File: src/rtl/add_mp_ctrl.sv
`default_nettype none
// ============================================================================
// Module   : add_mp_ctrl
// Purpose  : Word-serial multi-precision add/sub sequencer around a shared
//            W-bit adder (1..NW words, LSW first, carry rippled through).
// Revision : 1.0
// ============================================================================
module add_mp_ctrl #(
    parameter int W  = 64,
    parameter int NW = 4
) (
    input  logic            clk,
    input  logic            rst_n,
    input  logic            start,
    input  logic            sub,
    input  logic [1:0]      len,
    input  logic [NW*W-1:0] op_a,
    input  logic [NW*W-1:0] op_b,
    output logic            busy,
    output logic            done,
    output logic [NW*W-1:0] result,
    output logic            carry_out,
    output logic [W-1:0]    add_a,
    output logic [W-1:0]    add_b,
    output logic            add_cin,
    input  logic [W-1:0]    add_s,
    input  logic            add_cout
);

    localparam int LW = 2;

    typedef enum logic [1:0] {
        S_IDLE = 2'd0,
        S_RUN  = 2'd1,
        S_DONE = 2'd2
    } state_t;

    state_t         state_q, state_d;
    logic [W-1:0]   a_q   [NW];
    logic [W-1:0]   a_d   [NW];
    logic [W-1:0]   b_q   [NW];
    logic [W-1:0]   b_d   [NW];
    logic [W-1:0]   res_q [NW];
    logic [W-1:0]   res_d [NW];
    logic           sub_q, sub_d;
    logic [LW-1:0]  len_q, len_d;
    logic [LW-1:0]  idx_q, idx_d;
    logic           carry_q, carry_d;

    always_ff @(posedge clk or negedge rst_n) begin
        if (!rst_n) begin
            state_q <= S_IDLE;
            sub_q   <= 1'b0;
            len_q   <= '0;
            idx_q   <= '0;
            carry_q <= 1'b0;
            for (int i = 0; i < NW; i++) begin
                a_q[i]   <= '0;
                b_q[i]   <= '0;
                res_q[i] <= '0;
            end
        end else begin
            state_q <= state_d;
            sub_q   <= sub_d;
            len_q   <= len_d;
            idx_q   <= idx_d;
            carry_q <= carry_d;
            a_q     <= a_d;
            b_q     <= b_d;
            res_q   <= res_d;
        end
    end

    always_comb begin
        state_d = state_q;
        sub_d   = sub_q;
        len_d   = len_q;
        idx_d   = idx_q;
        carry_d = carry_q;
        a_d     = a_q;
        b_d     = b_q;
        res_d   = res_q;
        add_a   = '0;
        add_b   = '0;
        add_cin = 1'b0;

        case (state_q)
            S_IDLE: begin
                if (start) begin
                    state_d = S_RUN;
                    sub_d   = sub;
                    len_d   = len;
                    idx_d   = '0;
                    // Subtraction is A + ~B + 1, so the initial carry is sub.
                    carry_d = sub;
                    for (int i = 0; i < NW; i++) begin
                        a_d[i]   = op_a[i*W +: W];
                        b_d[i]   = op_b[i*W +: W];
                        res_d[i] = '0;
                    end
                end
            end
            S_RUN: begin
                add_a         = a_q[idx_q];
                add_b         = sub_q ? ~b_q[idx_q] : b_q[idx_q];
                add_cin       = carry_q;
                res_d[idx_q]  = add_s;
                carry_d       = add_cout;
                if (idx_q == len_q) begin
                    state_d = S_DONE;
                end else begin
                    idx_d = idx_q + {{(LW-1){1'b0}}, 1'b1};
                end
            end
            S_DONE: begin
                state_d = S_IDLE;
            end
            default: begin
                state_d = S_IDLE;
            end
        endcase
    end

    assign busy      = (state_q != S_IDLE);
    assign done      = (state_q == S_DONE);
    assign carry_out = carry_q;

    for (genvar g = 0; g < NW; g++) begin : g_result
        assign result[g*W +: W] = res_q[g];
    end

endmodule
`default_nettype wire

File: config.mk
export PLATFORM = sky130hd
export DESIGN_NAME = add_mp_ctrl
export DESIGN_NICKNAME = d
export VERILOG_FILES = /design/src/rtl/add_mp_ctrl.sv
export SDC_FILE = /design/constraint.sdc
export NUM_CORES = 1
export LEC_CHECK = 0
export ABC_AREA = 1
export BUFFER_PORTS_ARGS = -buffer_cell sky130_fd_sc_hd__buf_2
export CORE_AREA = 10 10 374 376
export DETAILED_ROUTE_END_ITERATION = 8
export DIE_AREA = 0 0 384 386
export GPL_ROUTABILITY_DRIVEN = 0
export HOLD_SLACK_MARGIN = 0.02
export SLEW_MARGIN = 20
export SYNTH_ARGS = -nofsm -noshare
export SYNTH_HDL_FRONTEND = slang
export SYNTH_SLANG_ARGS = --single-unit
File: constraint.sdc
create_clock -name clk -period 5.3 [get_ports clk]
set_input_delay 0.53 -clock clk [delete_from_list [all_inputs] [get_ports clk]]
set_output_delay 0.53 -clock clk [all_outputs]
set_load 0.02 [all_outputs]
Yosys cells after proc, flatten, opt, wreduce, memory -nomap -nowiden
Cells that the tools add are included.

Add/sub/neg operators: 1. Order comparisons: 2. Equal/unequal tests: 6. Mux-type cells: 23. Bitwise logic cells: 2. Reduce and logical (&&, ||, !) cells: 8.

Operator list (number): $mux 64 (8); $pmux 256 s2 (1); $bmux 64 s2 (2); $bwmux 256 (1); $mux 256 (1); $demux 64 s2 (1); $not 64->64 (1); $mux 2 (4); $pmux 2 s2 (2); $ne 2x2->1 const B (3); $reduce_and 2->1 (3); $reduce_bool 2->1 (2); $ge 3x3->1 const B (1); $lt 3x1->1 const B (1); $not 2->3 (1); $reduce_and 3->1 (1); $add 2x1->2 const B (1); $eq 2x1->1 const B (1); $eq 2x2->1 (1); $eq 2x2->1 const B (1); $logic_not 2->1 (1); $mux 1 (2); $pmux 1 s2 (1); $logic_and 1x1->1 (1).

Flip-flop bits (word level): 776. Input bits: 583. Logic and storage cells: 59.

Longest topological paths before layout
Gate-level depths: netlist of the first run.

Depth in word-level cells: 7. Gate-level depth with buffers: 11. Mapped depth without buffers: 7.

Worst setup path before layout of the first run
No wires, ideal clock.

Path kind: register to output. Start point: register idx_q[0]. End point: output port add_a[55]. Arrival: 1.569 ns. Setup slack: 3.201 ns. Stages on the path, launching flop included: 8. Buffers on the path: 4. Path through: dfrtp_1 > buf_2 > inv_2 > buf_4 > buf_2 > buf_2 > o21ai_0 > a21oi_1.

Word-level cells in the longest chain between the ends: 5.

Ends and longest elaborated chain: from (decl) (RTL line 47) `logic [LW-1:0] idx_q, idx_d;`; from (signal assigned) (RTL line 66) `idx_q <= idx_d;`; $not 2->3 (implied by the code) (RTL line 104) `add_a = a_q[idx_q];`; $bmux 64 s2 (RTL line 104); $mux 64 (implied by the code) (2 in a row) (RTL line 104); $mux 64 (RTL line 87) `case (state_q)`; to (decl) (RTL line 23) `output logic [W-1:0] add_a,`.

Every way passes these cells. The select of a mux whose other input is x is not followed.

Final worst setup path of the first run
Start point: register idx_q[1]. End point: output port add_b[40].

Word-level cells in the longest chain between the ends: 7.

Ends and longest elaborated chain: $not 2->3 (implied by the code) (*) (RTL line 105) `add_b = sub_q ? ~b_q[idx_q] : b_q[idx_q];`; $bmux 64 s2 (*) (RTL line 105); $mux 64 (implied by the code) (*) (2 in a row) (RTL line 105); $not 64->64 (RTL line 105); $mux 64 (*) (RTL line 105); $mux 64 (*) (RTL line 87); to (decl) (RTL line 24) `output logic [W-1:0] add_b,`.

Every way passes the cells marked *; elsewhere a longest branch is shown, timed or not. The select of a mux whose other input is x is not followed.

==> qor.yml, run 1 <==
drcViolationCount: 0
crit_type: "flop to output port"
numPortBuffers: 970
finalSetupTns_ns: 0
yosys_warnings: 0
tritoncts.num_buffers: 90
grt-ovfl-total: 0
grt_pass1_vias: 35000
p_switching_w: 0.0141
fin_ws_ns: 1.36
slowest_delay_ns: 0.64
die_x_microns: 384
critPathRequiredTime_ns: 4.77
ant_nets: 0
holdWs_ns: 0.0840
tightest_slew_ns: 1.11
path_max_fanout: 109
rsz0062_at_grt: "no"
crit_chain: "buf_12 > nand3_1 > nand3_1 > nand2_1 > nor2_1 > buf_2"
ctsRootBufferMaster: "clkbuf_16"
fin_util_pct: 36.4
hold_path_class: "input pin to flop"
maxSlewHeadroom_pct: 26.1
startpoint_type: "flop"
netlist_area_sq_um: 34300
netlist_instances: 4338
drv_slew: 0
finalSetupViolations: 0
cp_slowest_cell: "dfrtp_4"
cts.sinks: 776
critPathCaptureType: "output port"
irDropWorstVdd_mv: 0.339
seqPwrFrac_pct: 33.3
grt_pass1_wl_microns: 218000
clkPwrFrac_pct: 21.3
syn-num-nets: 4925
wl_per_cell_microns: 19.7
num_vias: 35200
syn2layout_area_growth_pct: 40.7
rows: 134
wl_microns: 147000
internal_power_w: 0.0168
core_sq_um: 133000
synth-seq-cells: 776
cts_tree: "built"
synth-seq-area-share_pct: 56.5
status: "finished, final reports clean"
path_clk_slew_ns: 0.06
clk_path_buf_depth: 3
fin_total_pwr_w: 0.0308
synth.avg_cell_area_sq_um: 7.92
insertion_delay_ns: 0.68
crit_arrival_ns: 3.41
finalCriticalPeriod_ns: 3.94
fin_skew_ns: 0.0202
antenna_found_initial: 21
place_ws_ns: 2.09
first_pass_iters: 6
ioPinCount: 971
postCtsSetupRepairBufs: 0
static-leakage-power_nw: 25.4
grt_max_degree: 160
power_density_nw_per_um2: 638
layout.nets: 6186
hold_violations: 0
reg2reg_slack_ns: 2.18
ctsResizeCount: 0
htreeDepth: 3
place_hpwl_microns: 99500
fp.dieArea_sq_um: 148000
finalCritPeriodShare_pct: 74.3
drive_gt1_share_pct: 20.7
dr.first_iter.drc_count: 3074
cap_violations: 0
combPwrFrac_pct: 45.4
p_sw_share_pct: 45.6
start_util_pct: 25.9
ys_types: 15
fmax_mhz: 254
grtUsageTotal_pct: 18.9
path_common_cell: "nand3_1"
vias_per_cell: 4.73
die_h_microns: 386
## synth_stat cells
cell type  instances  area, sq um
inv_2              4         15.0
ha_1               4         50.1
clkbuf_1         119          447
a21oi_1          128          641
nor2_4             1         11.3
buf_1             12         45.0
buf_2            159          796
o21ai_0          386         1930
nand3_1          456         2280
dfrtp_1          776        19400
inv_1             69          259
buf_4             20          150
buf_6              3         33.8
nand2_1         1878         7050
nor2_1           323         1210
## final cells by class
type / instances / area, sq um
Antenna cell: 18 / 45.0
Clock buffer: 131 / 2590
Clock inverter: 30 / 508
Fill cell: 13400 / 84300
Inverter: 73 / 292
Multi-Input combinational cell: 3176 / 13200
Sequential cell: 776 / 19400
Tap cell: 1768 / 2210
Timing Repair Buffer: 1482 / 10000
## cell families after synthesis
| logic type | Yosys count | share of synthesized area (%) |
|---|---|---|
| DFF | 776 | 56.5 |
| and+or+nand+nor | 2658 | 30.7 |
| adders and majority gates | 4 | 0.146 |
| buffers and inverters | 386 | 5.08 |
| AOI/OAI and AO/OA | 514 | 7.49 |
## final timing paths
| path | from | to | cells after the start |
|---|---|---|---|
| max in group asynchronous | rst_n | carry_out$_DFFE_PN0P_ | 4 |
| min in group asynchronous | rst_n | b_q[178]$_DFFE_PN0P_ | 2 |
| worst max register to register | idx_q[0]$_DFFE_PN0P_ | result[75]$_DFFE_PN0P_ | 6 |
| worst min-delay path | op_a[59] | a_q[251]$_DFFE_PN0P_ | 3 |
| worst max-delay path | idx_q[1]$_DFFE_PN0P_ | add_b[40] | 6 |
| worst min register to register | a_q[128]$_DFFE_PN0P_ | a_q[128]$_DFFE_PN0P_ | 2 |
## flip-flops by register name, summed over array words and instances, names as in the netlist
| name | cells |
|---|---|
| b_q | 256 |
| a_q | 256 |
| sub_q | 1 |
| len_q | 2 |
| result | 256 |
| state_q | 2 |
| idx_q | 2 |
| carry_out | 1 |
## worst max-delay path, delay by kind of cell, from the launching register on
family	cells	cell delay, ns
simple gates	4	1.01
flops	1	0.64
buf+inv	2	0.62
## power by group through the flow
stage          logic, W  clock network (W)  registers [W]
2_1_floorplan   0.00815                  0         0.0107
3_3_place_gp     0.0136                  0         0.0103
3_5_place_dp     0.0137                  0         0.0103
4_1_cts          0.0140            0.00673         0.0103
5_1_grt          0.0154            0.00694         0.0106
6_report         0.0140            0.00658         0.0103
## per-stage QoR
step                      cells  area [sq um]
after floorplan            4338         34300
after global placement     6817         40600
after detailed placement   6817         40600
after CTS                  7436         48300
after global routing       7444         48300
final                      7454         48300
## repair_timing
item | in CTS | in global routing
setup endpoints to repair | 0 | 0
endpoints found under the hold margin | 540 | 0
hold buffers | 458 | 0
## metal layers
| layer | vias up | wire (microns) | track usage (%) |
|---|---|---|---|
| li1 | 16300 | - | - |
| met1 | 16800 | 58400 | 23.2 |
| met2 | 1625 | 68100 | 29.7 |
| met3 | 486 | 10900 | 4.44 |
| met4 | 12 | 9570 | 11.8 |
| met5 | - | 80 | 0 |
## cell usage in the layout (no fill, tap or decap), drive strengths merged
cell type    synthesis  layout
a21oi              128     128
buf                194    1024
bufinv               0      10
clkbuf             119     131
clkinv               0      10
clkinvlp             0       2
dfrtp              776     776
diode                0      18
dlygate4sd3          0     458
ha                   4       4
inv                 73      81
nand2             1878    1878
nand3              456     456
nor2               324     324
o21ai              386     386
Power figures use the tool's default switching activity.
==> run 2, diff against run 1 <==
- CORE_AREA: 10 10 374 376 -> 10 10 371 373
- DIE_AREA: 0 0 384 386 -> 0 0 381 383
- clock period: 5.3 -> 3.6 ns (I/O delays scaled with it)
==> run 2 against run 1 <==
Effect of this change: wire length up 4.2%; sequential share of layout area fell by 1.1 points; clock skew is 0.015 ns higher; critical path type unchanged; critical endpoint is now add_b[31].
==> qor.yml, run 2 (synthesis gave the netlist of run 1 again) <==
grtUsageTotal_pct: 20.1  # was 18.9%
first_pass_iters: 9  # was 6
cts.sinks: 776  # unchanged
fin_ws_ns: 0.238  # was 1.36 ns
grt_max_degree: 200  # was 160
status: "finished, final reports clean"  # unchanged
rows: 133  # was 134
top_layer_used: "met5"  # unchanged
die_h_microns: 383  # was 386 microns
crit_chain: "inv_4 > buf_12 > nand3_1 > nand3_1 > nand2_1 > nor2_1 > buf_2"  # was buf_12 > nand3_1 > nand3_1 > nand2_1 > nor2_1 > buf_2
startpoint_type: "flop"  # unchanged
fp.dieArea_sq_um: 146000  # was 148000 sq um
finalCriticalPeriod_ns: 3.36
final_common_cell: "nand2_1"  # unchanged
cp_num_buf_inv: 3  # was 2
core_sq_um: 130000  # was 133000 sq um
finalSetupTns_ns: 0  # unchanged
antenna_found_initial: 17  # was 21
cp-startpoint: "idx_q[1]$_DFFE_PN0P_"  # unchanged
place_hpwl_microns: 104000  # was 99500 microns
postCtsSetupRepairBufs: 0  # unchanged
drv_slew: 0  # unchanged
ant_nets: 0  # unchanged
seqPwrFrac_pct: 33.1  # was 33.3%
die_x_microns: 381  # was 384 microns
hp-start: "add_s[4]"  # was op_a[59]
fin_total_pwr_w: 0.0460  # was 0.0308 W
wl_met3_microns: 12900  # was 10900 microns
cts_tree: "built"  # unchanged
internal_power_w: 0.0249  # was 0.0168 W
start_util_pct: 26.3  # was 25.9%
hold_path_class: "input pin to flop"  # unchanged
p_sw_share_pct: 45.8  # was 45.6%
maxSlewHeadroom_pct: 20.7  # was 26.1%
ctsRootBufferMaster: "clkbuf_16"  # unchanged
tightest_slew_ns: 1.19  # was 1.11 ns
power_density_nw_per_um2: 925  # was 638 nW/um^2
drive_gt1_share_pct: 21.0  # was 20.7%
slowest_delay_ns: 0.69  # was 0.64 ns
layout.nets: 6311  # was 6186
finalSetupViolations: 0  # unchanged
place_ws_ns: 0.772  # was 2.09 ns
path_clk_slew_ns: 0.06  # about the same
grt_pass1_vias: 37100  # was 35000
wl_per_cell_microns: 20.3  # was 19.7 microns
numPortBuffers: 970  # unchanged
ioPinCount: 971  # unchanged
vias_per_cell: 4.81  # was 4.73
cp_slowest_cell: "dfrtp_4"  # unchanged
fmax_mhz: 297
num_vias: 36400  # was 35200
grt_pass1_wl_microns: 230000  # was 218000 microns
wl_met1_microns: 60100  # was 58400 microns
fin_util_pct: 38.1  # was 36.4%
critPathRequiredTime_ns: 3.24  # was 4.77 ns
irDropWorstVdd_mv: 0.533  # was 0.339 mV
cap_violations: 0  # unchanged
drcViolationCount: 0  # unchanged
r2r-start: "idx_q[0]$_DFFE_PN0P_"  # unchanged
final_cell_mix: "nand2_1 (1874), buf_2 (969), dfrtp_1 (773), dlygate4sd3_1 (553), nand3_1 (455)"  # was nand2_1 (1874), buf_2 (969), dfrtp_1 (773), dlygate4sd3_1 (458), nand3_1 (455)
syn2layout_area_growth_pct: 44.8  # was 40.7%
rsz0062_at_grt: "no"  # unchanged
htreeDepth: 3  # unchanged
clkPwrFrac_pct: 21.0  # was 21.3%
hold_violations: 0  # unchanged
static-leakage-power_nw: 26.0  # was 25.4 nW
clk_path_buf_depth: 3  # unchanged
wl_microns: 153000  # was 147000 microns
insertion_delay_ns: 0.68  # about the same
crit_arrival_ns: 3.00  # was 3.41 ns
path_common_cell: "nand3_1"  # unchanged
path_max_fanout: 72  # was 109
combPwrFrac_pct: 45.9  # was 45.4%
cp_top_family: "buffers and inverters"  # was simple AND/OR/NAND/NOR gates
p_switching_w: 0.0211  # was 0.0141 W
tritoncts.num_buffers: 90  # unchanged
grt-ovfl-total: 0  # unchanged
finalCritPeriodShare_pct: 93.4
critPathCaptureType: "output port"  # unchanged
crit_type: "flop to output port"  # unchanged
wl_met2_microns: 70100  # was 68100 microns
dr.first_iter.drc_count: 3403  # was 3074
fin_skew_ns: 0.0353  # was 0.0202 ns
==> run 2: area by class of cell <==
class / instances / area [sq um]
fillers: 13100 / 80800
flip-flops and latches: 776 / 19400
multi-input cells: 3176 / 13200
repair buffers: 1607 / 11400
clock buffers: 123 / 2520
well taps: 1755 / 2200
clock inverters: 42 / 566
inverters: 73 / 292
diodes: 18 / 45.0
==> run 2: metal layers <==
layer	up-vias	track usage, %
li1	16600	-
met1	17300	24.6
met2	1995	31.9
met3	551	5.08
met4	2	12.2
met5	-	0
==> run 2: worst register-to-register path: cells and delay by family (launching register included) <==
kind	cells	cell delay (ns)
DFF	1	0.61
and+or+nand+nor	2	0.40
adders and majority gates	1	0.35
AOI/OAI and AO/OA	1	0.11
buffers and inverters	2	0.94
==> run 2: path summary, 6_finish.rpt <==
| path | to | slack, ns | depth (start not counted) |
|---|---|---|---|
| min in group asynchronous | b_q[249]$_DFFE_PN0P_ | 0.37 | 2 |
| worst min-delay path | result[196]$_DFFE_PN0P_ | 0.09 | 3 |
| max in group asynchronous | b_q[113]$_DFFE_PN0P_ | 2.13 | 4 |
| worst min register to register | a_q[50]$_DFFE_PN0P_ | 0.47 | 2 |
| worst max-delay path | add_b[31] | 0.24 | 7 |
| worst max register to register | result[41]$_DFFE_PN0P_ | 1.02 | 6 |
==> run 2: metrics by stage <==
| step | area, sq um | instances | hold WS, ns |
|---|---|---|---|
| 4_1_cts | 49700 | 7552 | 0.0205 |
| 5_1_grt | 49700 | 7564 | 0.0382 |
| 6_report | 49700 | 7570 | 0.0895 |
| 3_3_place_gp | 41000 | 6834 | 0.456 |
| 3_5_place_dp | 41000 | 6834 | 0.460 |
| 2_1_floorplan | 34300 | 4338 | 0.0644 |
==> run 2: repair_timing <==
action | 4_1_cts | 5_1_grt
gates resized for setup | 0 | 1
endpoints found under the setup margin | 0 | 1
endpoints found under the hold margin | 693 | 0
hold buffers | 553 | 0
==> run 2: power groups by stage <==
stage	registers [W]	clock network, W	logic [W]
after floorplan	0.0157	0	0.0120
after global placement	0.0152	0	0.0203
after detailed placement	0.0152	0	0.0205
after CTS	0.0151	0.00981	0.0211
after global routing	0.0156	0.0102	0.0232
final	0.0152	0.00964	0.0211
